<file path="src/rtl/alu_arb_pkg.sv">
// Shared types and constants for the two-requester ALU arbiter.
package alu_arb_pkg;

    typedef enum logic [1:0] {
        ST_IDLE = 2'd0,
        ST_WAIT = 2'd1,
        ST_CAPT = 2'd2,
        ST_RESP = 2'd3
    } state_t;

    // alu_fun[3:2] selects which ALU_TOP result group is returned
    localparam logic [1:0] GRP_ARITH = 2'b00;
    localparam logic [1:0] GRP_LOGIC = 2'b01;
    localparam logic [1:0] GRP_CMP   = 2'b10;
    localparam logic [1:0] GRP_SHIFT = 2'b11;

    localparam logic [3:0] FUN_NOP   = 4'b1000;

endpackage

</file>
<file path="src/rtl/alu_rr_arbiter.sv">
// Two-way grant logic. Round-robin by default; define ALU_ARB_FIXED_PRIO_EN
// to make requester 0 win every tie and drop the last-grant pointer.
module alu_rr_arbiter
    import alu_arb_pkg::*;
(
    input  logic       clk,
    input  logic       rst,
    input  logic [1:0] i_valid,
    input  logic       i_accept,
    output logic [1:0] o_gnt_oh,
    output logic       o_gnt_idx
);

    logic w_idx;

`ifdef ALU_ARB_FIXED_PRIO_EN
    logic w_unused;
    assign w_unused = &{1'b0, clk, rst, i_accept};
    assign w_idx    = ~i_valid[0];
`else
    logic r_last;

    // Pointer starts at 1 so requester 0 wins the first tie
    always_ff @(posedge clk) begin
        if (rst) begin
            r_last <= 1'b1;
        end else if (i_accept) begin
            r_last <= w_idx;
        end
    end

    assign w_idx = (i_valid == 2'b11) ? ~r_last : i_valid[1];
`endif

    assign o_gnt_idx = w_idx;
    assign o_gnt_oh  = (i_valid == 2'b00) ? 2'b00 : (w_idx ? 2'b10 : 2'b01);

endmodule

</file>
<file path="src/rtl/alu_arbiter.sv">
// Shares one pipelined ALU_TOP between two requesters, one operation in flight.
// Tie-break policy is set by ALU_ARB_FIXED_PRIO_EN (see alu_rr_arbiter).
module alu_arbiter
    import alu_arb_pkg::*;
#(
    parameter int DATA_W  = 16,
    parameter int ALU_LAT = 1
) (
    input  logic                     clk,
    input  logic                     rst,
    input  logic [1:0]               req_valid,
    output logic [1:0]               req_ready,
    input  logic signed [DATA_W-1:0] req0_a,
    input  logic signed [DATA_W-1:0] req0_b,
    input  logic signed [DATA_W-1:0] req1_a,
    input  logic signed [DATA_W-1:0] req1_b,
    input  logic [3:0]               req0_fun,
    input  logic [3:0]               req1_fun,
    output logic [1:0]               rsp_valid,
    input  logic [1:0]               rsp_ready,
    output logic signed [DATA_W-1:0] rsp_data,
    output logic                     rsp_flag,
    output logic signed [DATA_W-1:0] alu_a,
    output logic signed [DATA_W-1:0] alu_b,
    output logic [3:0]               alu_fun,
    input  logic signed [DATA_W-1:0] alu_arith_out,
    input  logic signed [DATA_W-1:0] alu_logic_out,
    input  logic signed [DATA_W-1:0] alu_cmp_out,
    input  logic signed [DATA_W-1:0] alu_shift_out,
    input  logic                     alu_arith_flag,
    input  logic                     alu_logic_flag,
    input  logic                     alu_cmp_flag,
    input  logic                     alu_shift_flag,
    output logic                     busy
);

    localparam logic [1:0] LAT_M1 = 2'(ALU_LAT - 1);

    state_t                    r_state;
    logic [1:0]                r_cnt;
    logic                      r_gnt;
    logic signed [DATA_W-1:0]  r_alu_a, r_alu_b, r_rsp_data;
    logic [3:0]                r_alu_fun;
    logic                      r_rsp_flag;

    logic [1:0]                w_gnt_oh;
    logic                      w_gnt_idx;
    logic                      w_accept;
    logic signed [DATA_W-1:0]  w_sel_data;
    logic                      w_sel_flag;

    assign w_accept = (r_state == ST_IDLE) && (req_valid != 2'b00) && !rst;

    alu_rr_arbiter u_arb (
        .clk       (clk),
        .rst       (rst),
        .i_valid   (req_valid),
        .i_accept  (w_accept),
        .o_gnt_oh  (w_gnt_oh),
        .o_gnt_idx (w_gnt_idx)
    );

    always_comb begin
        w_sel_data = alu_arith_out;
        w_sel_flag = alu_arith_flag;
        case (r_alu_fun[3:2])
            GRP_LOGIC: begin w_sel_data = alu_logic_out; w_sel_flag = alu_logic_flag; end
            GRP_CMP:   begin w_sel_data = alu_cmp_out;   w_sel_flag = alu_cmp_flag;   end
            GRP_SHIFT: begin w_sel_data = alu_shift_out; w_sel_flag = alu_shift_flag; end
            default:   begin w_sel_data = alu_arith_out; w_sel_flag = alu_arith_flag; end
        endcase
    end

    always_ff @(posedge clk) begin
        if (rst) begin
            r_state    <= ST_IDLE;
            r_cnt      <= 2'd0;
            r_gnt      <= 1'b0;
            r_alu_a    <= '0;
            r_alu_b    <= '0;
            r_alu_fun  <= FUN_NOP;
            r_rsp_data <= '0;
            r_rsp_flag <= 1'b0;
        end else begin
            case (r_state)
                ST_IDLE: if (w_accept) begin
                    r_alu_a   <= w_gnt_idx ? req1_a   : req0_a;
                    r_alu_b   <= w_gnt_idx ? req1_b   : req0_b;
                    r_alu_fun <= w_gnt_idx ? req1_fun : req0_fun;
                    r_gnt     <= w_gnt_idx;
                    r_cnt     <= LAT_M1;
                    r_state   <= ST_WAIT;
                end
                // Operands stay put for ALU_LAT cycles so ALU_TOP output is settled
                ST_WAIT: if (r_cnt == 2'd0) r_state <= ST_CAPT;
                         else               r_cnt   <= r_cnt - 2'd1;
                ST_CAPT: begin
                    r_rsp_data <= w_sel_data;
                    r_rsp_flag <= w_sel_flag;
                    r_state    <= ST_RESP;
                end
                ST_RESP: if (rsp_ready[r_gnt]) r_state <= ST_IDLE;
                default: r_state <= ST_IDLE;
            endcase
        end
    end

    assign req_ready = (r_state == ST_IDLE && !rst) ? w_gnt_oh : 2'b00;
    assign rsp_valid = (r_state == ST_RESP) ? (r_gnt ? 2'b10 : 2'b01) : 2'b00;
    assign rsp_data  = r_rsp_data;
    assign rsp_flag  = r_rsp_flag;
    assign alu_a     = r_alu_a;
    assign alu_b     = r_alu_b;
    assign alu_fun   = r_alu_fun;
    assign busy      = (r_state != ST_IDLE);

endmodule

</file>
<file path="config.mk">
export PLATFORM = sky130hd
export DESIGN_NAME = alu_arbiter
export DESIGN_NICKNAME = d
export VERILOG_FILES = /design/src/rtl/alu_arb_pkg.sv /design/src/rtl/alu_rr_arbiter.sv /design/src/rtl/alu_arbiter.sv
export SDC_FILE = /design/constraint.sdc
export NUM_CORES = 1
export LEC_CHECK = 0
export ABC_AREA = 1
export CORE_MARGIN = 5
export CORE_UTILIZATION = 42
export CTS_BUF_LIST = sky130_fd_sc_hd__clkbuf_2 sky130_fd_sc_hd__clkbuf_4 sky130_fd_sc_hd__clkbuf_8
export DETAILED_ROUTE_END_ITERATION = 10
export DONT_BUFFER_PORTS = 1
export GPL_TIMING_DRIVEN = 0
export PLACE_DENSITY = 0.64
export SYNTH_ARGS = -nofsm -noshare
export SYNTH_HDL_FRONTEND = slang
export SYNTH_SLANG_ARGS = --single-unit
</file>
<file path="constraint.sdc">
create_clock -name clk -period 1.65 [get_ports clk]
set_input_delay 0.33 -clock clk [delete_from_list [all_inputs] [get_ports clk]]
set_output_delay 0.33 -clock clk [all_outputs]
set_load 0.01 [all_outputs]
</file>
After elaboration in Yosys (flattened, before gate mapping)

Cells that the tools add are included.

Register bits: 59
Bits of input ports: 146
Output and inout port bits: 58
Word-level logic and storage cells: 56

Add/subtract/negate cells: 1
Order comparisons: 1
Equality and inequality tests: 11
Mux-type cells: 20
Bitwise logic cells: 1
Reduce and logical (&&, ||, !) cells: 13

Operators by type and width:

| cell                                                  | number |
|---|---|
| one-hot mux 16 bit (3 select lines)                   | 1 |
| 2-to-1 mux 16 bit                                     | 2 |
| 2-to-1 mux 2 bit                                      | 10 |
| == test 2 bit, second input constant                  | 5 |
| one-hot mux 2 bit (4 select lines)                    | 1 |
| zero test 2 bit                                       | 3 |
| inequality test 2 bit, second input constant          | 3 |
| AND reduction 3 bit                                   | 2 |
| nonzero test 2 bit                                    | 3 |
| == test 2 x 1 -> 1 bit, second input constant         | 2 |
| 2-to-1 mux 4 bit                                      | 1 |
| one-hot mux 2 bit (2 select lines)                    | 1 |
| logical AND 1 bit                                     | 3 |
| 2-to-1 mux 1 bit                                      | 3 |
| one-hot mux 1 bit (3 select lines)                    | 1 |
| < comparator 1 x 2 -> 1 bit, second input constant    | 1 |
| inequality test 2 x 1 -> 1 bit, second input constant | 1 |
| AND reduction 2 bit                                   | 1 |
| subtractor 2 x 1 -> 2 bit, second input constant      | 1 |
| zero test 1 bit                                       | 1 |
| inverter 1 bit                                        | 1 |

Depth between registers and ports, before layout

Word-level depth: 5
Mapped depth: 10
Gate-level depth less buffers: 9

Modules after synthesis

A second synthesis with hierarchy kept.

Cells, all modules: 424
Area total of the unflattened synthesis: 3030.4 um^2

By module, submodules not included:

| module         | instances | cells each | area an instance (um^2) | sequential area each (um^2) |
|---|---|---|---|---|
| alu_arbiter    | 1         | 414        | 2967.8                  | 1161.1 |
| alu_rr_arbiter | 1         | 10         | 62.6                    | 20.0 |

Worst setup path before layout

No wires, ideal clock.

Kind: reg-to-output
From: register r_state[0]
To: output req_ready[0]
Arrival: 1.192 ns
Required time: 1.320 ns
Slack: 0.128 ns
Stages on the path, launching flop included: 8
Buffers on the path: 1
Cells stage by stage: dfxtp_1 inv_1 ha_1 inv_1 nor2_2 nand2_2 buf_6 nor2_1

Cells in the longest elaborated chain, start to end: 3

Ends and longest elaborated chain:

| what                   | line               | source |
|---|---|---|
| start, declared        | alu_arbiter.sv:39  | `state_t r_state;` |
| start signal, assigned | alu_arbiter.sv:76  | `r_state <= ST_IDLE;` |
| start signal, assigned | alu_arbiter.sv:92  | `r_state <= ST_WAIT;` |
| start signal, assigned | alu_arbiter.sv:95  | `ST_WAIT: if (r_cnt == 2'd0) r_state <= ST_CAPT;` |
| zero test 2 bit        | alu_arbiter.sv:108 | `assign req_ready = (r_state == ST_IDLE && !rst) ? w_gnt_oh : 2'b00;` |
| logical AND 1 bit      | alu_arbiter.sv:108 |  |
| 2-to-1 mux 2 bit       | alu_arbiter.sv:108 |  |
| end, declared          | alu_arbiter.sv:12  | `output logic [1:0] req_ready,` |

Every way passes these cells.

Worst setup path after layout

From: register r_state[1]
To: output req_ready[0]

The elaborated chain is that of the path after synthesis.

==> impl_metrics.yaml <==
hold_path:
  min_path_type: "input port to register"
  hold_end: "alu_a[11]"
  worstHoldPathCells: 2
  holdCritStartpoint: "req1_a[11]"
sta:
  setup_viol: 1
  max_clock_freq_ghz: 0.591
  fin_ws_ns: -0.0410
  skew_ns: 0.00838
  finalCriticalPeriod_ns: 1.69
  relSlewSlack_pct: 68.7
  slew_viol_final: 0
  hold_violations: 0
  tns_ns: -0.0410
  fin_hold_ws_ns: 0.119
  fin_crit_sh_pct: 102
  rsz0062_at_grt: "yes"
  tightest_slew_ns: 0.467
synthesis:
  synth_seq_cells: 59
  synth_area_per_cell_sq_um: 6.29
  seq_area_frac_synth_pct: 38.6
  synth_nets: 637
  synthCells: 486
  synth_cell_type_count: 21
  ys_warn_count: 0
  synth.cell_area_sq_um: 3060
route:
  vias_per_cell: 5.22
  firstDrtPassIters: 4
  vias: 3158
  wl_microns: 9650
  wl_per_cell_microns: 15.9
  drc: 0
  drt_iter0_markers: 120
  antenna_left: 0
floorplan:
  core-area_sq_um: 7180
  die_w_microns: 95.3
  ioPinCount: 204
  initial_utilization_pct: 42.6
  die_h_microns: 95.3
  die-area_sq_um: 9090
  num_rows: 31
global_route:
  grt_max_degree: 11
  groute.usage.overall_pct: 20.5
  grt_pass1_vias: 3011
  grt_first_pass_wirelength_microns: 14300
  antenna_found_initial: 0
  grt-ovfl-total: 0
cts:
  clk_pin_slew_worst_paths_ns: 0.07
  h-tree-depth: 3
  cts_sinks: 59
  root_buffer: "clkbuf_8"
  cts_tree: "yes"
  clk_latency_ns: 0.34
  cts_buffers: 9
  hold_buffers: 0
  ctsLongestPathBuffers: 2
layout:
  layout.nets: 652
  drive_gt1_share_pct: 10.9
  fin_cells: 605
  n_antenna_cell: 0
  seq_area_sq_um: 1180
  fillers: 759
  fin_util_pct: 48.4
  multiInputGateArea_sq_um: 1670
  stdcell_area_sq_um: 3470
  syn2layout_area_growth_pct: 13.5
placement:
  portBuffers: 0
  dp_cells: 585
  place_area_sq_um: 3180
  place_hpwl_microns: 7830
  place.gp.congestion: 0.832
  dpl_worst_slack_ns: -0.119
setup_path:
  r2r_setup_slack_ns: 0.14
  rr_endpoint: "alu_b[10]"
  r2r_start: "r_state[0]"
  reg2reg_depth: 10
  cp.arrival_ns: 1.36
  worstPathMaxFanout: 5
  worstSetupPathType: "register to output port"
  setup.worst_path.start: "r_state[1]"
  start_kind: "register"
  end_kind: "output port"
  crit_required_ns: 1.32
power:
  cellLeakagePower_nw: 1.51
  vdd_ir_drop_max_v: 0.000623
  p_per_area_nw_per_um2: 1640
  power_mw: 5.69
outcome:
  violations: "negative setup slack"
  status: "finished, violations left"
job:
  cap_violations: 0
## area by class of cell
class | instances | area share (%)
Clock inverter | 4 | 1.37
Clock buffer | 12 | 4.76
Inverter | 24 | 2.74
Multi-Input combinational cell | 376 | 48.0
Tap cell | 99 | 3.57
Timing Repair Buffer | 5 | 1.08
Buffer | 26 | 4.40
Sequential cell | 59 | 34.1
## worst max-delay path by stage
stage | cells after the start | endpoint | slack [ns]
floorplan | 7 | req_ready[0] | 0.13
global placement | 7 | req_ready[0] | -0.11
detailed placement | 7 | req_ready[0] | -0.12
CTS | 7 | req_ready[0] | -0.10
global route | 7 | req_ready[0] | -0.11
finish | 7 | req_ready[0] | -0.04
## synthesized netlist by cell type, drive strengths merged
| master | n | area (sq um) |
|---|---|---|
| nand4 | 2 | 12.5 |
| ha | 5 | 62.6 |
| inv | 22 | 82.6 |
| buf | 16 | 110 |
| dfxtp | 59 | 1180 |
| clkinv | 2 | 7.51 |
| o21bai | 1 | 7.51 |
| o21ai | 56 | 280 |
| clkbuf | 11 | 41.3 |
| nand3 | 44 | 220 |
| nand2 | 181 | 684 |
| a21oi | 20 | 100 |
| nor2 | 67 | 269 |
## state kept, by name, indices dropped and copies added (netlist names)
signal        count
rsp_data         16
r_gnt             1
u_arb.r_last      1
alu_b            16
rsp_flag          1
alu_fun           4
alu_a            16
r_state           2
r_cnt             2
## layer usage
metal,wire length (microns),vias up,GRT usage [%]
li1,-,1581,-
met1,3580,1401,20.6
met2,4900,159,38.8
met3,1010,17,6.24
met4,167,0,8.29
met5,0,-,0
## cells by family after synthesis
logic type | after synthesis | synth area share [%]
fa+ha+maj | 5 | 2.04
compound gates | 77 | 12.7
flops | 59 | 38.6
simple gates | 294 | 38.8
buf+inv | 51 | 7.89
## layout by cell type, fill, tap and decap left out
cell type,n
ha_1,4
buf_1,1
ha_4,1
inv_2,4
nand4_1,2
clkbuf_1,6
nand2_2,1
o21ai_1,10
clkinvlp_4,1
nor2_1,63
bufinv_16,1
a21oi_1,20
inv_4,2
nor2_4,4
buf_6,3
inv_1,16
dfxtp_2,2
o21bai_1,1
clkinv_2,2
nand2_4,1
clkinv_1,2
clkbuf_8,12
nand2_1,179
dfxtp_1,57
buf_2,7
nand3_1,44
buf_4,10
clkbuf_2,4
o21ai_0,46
## report_power, final
group | leakage (nW) | internal, mW | switching, mW
clock network | 0.108 | 0.816 | 0.589
registers | 0.486 | 1.84 | 0.462
logic | 0.914 | 0.770 | 1.22
total | 1.51 | 3.42 | 2.27
## repair_timing
action / in CTS / in global routing
resized for setup: 15 / 6
buffers inserted: 4 / 1
setup endpoints to repair: 34 / 21
pin swaps: 3 / 2
hold endpoints to repair: 0 / 0
cloned: 0 / 0
## worst max-delay path, stage by stage, from the launching register on
cell and delay (ns):
dfxtp_2 0.33, inv_2 0.07, ha_4 0.14, inv_4 0.05, nor2_4 0.11, nand2_4 0.06
buf_6 0.12, nor2_4 0.15
Power figures use the tool's default switching activity.
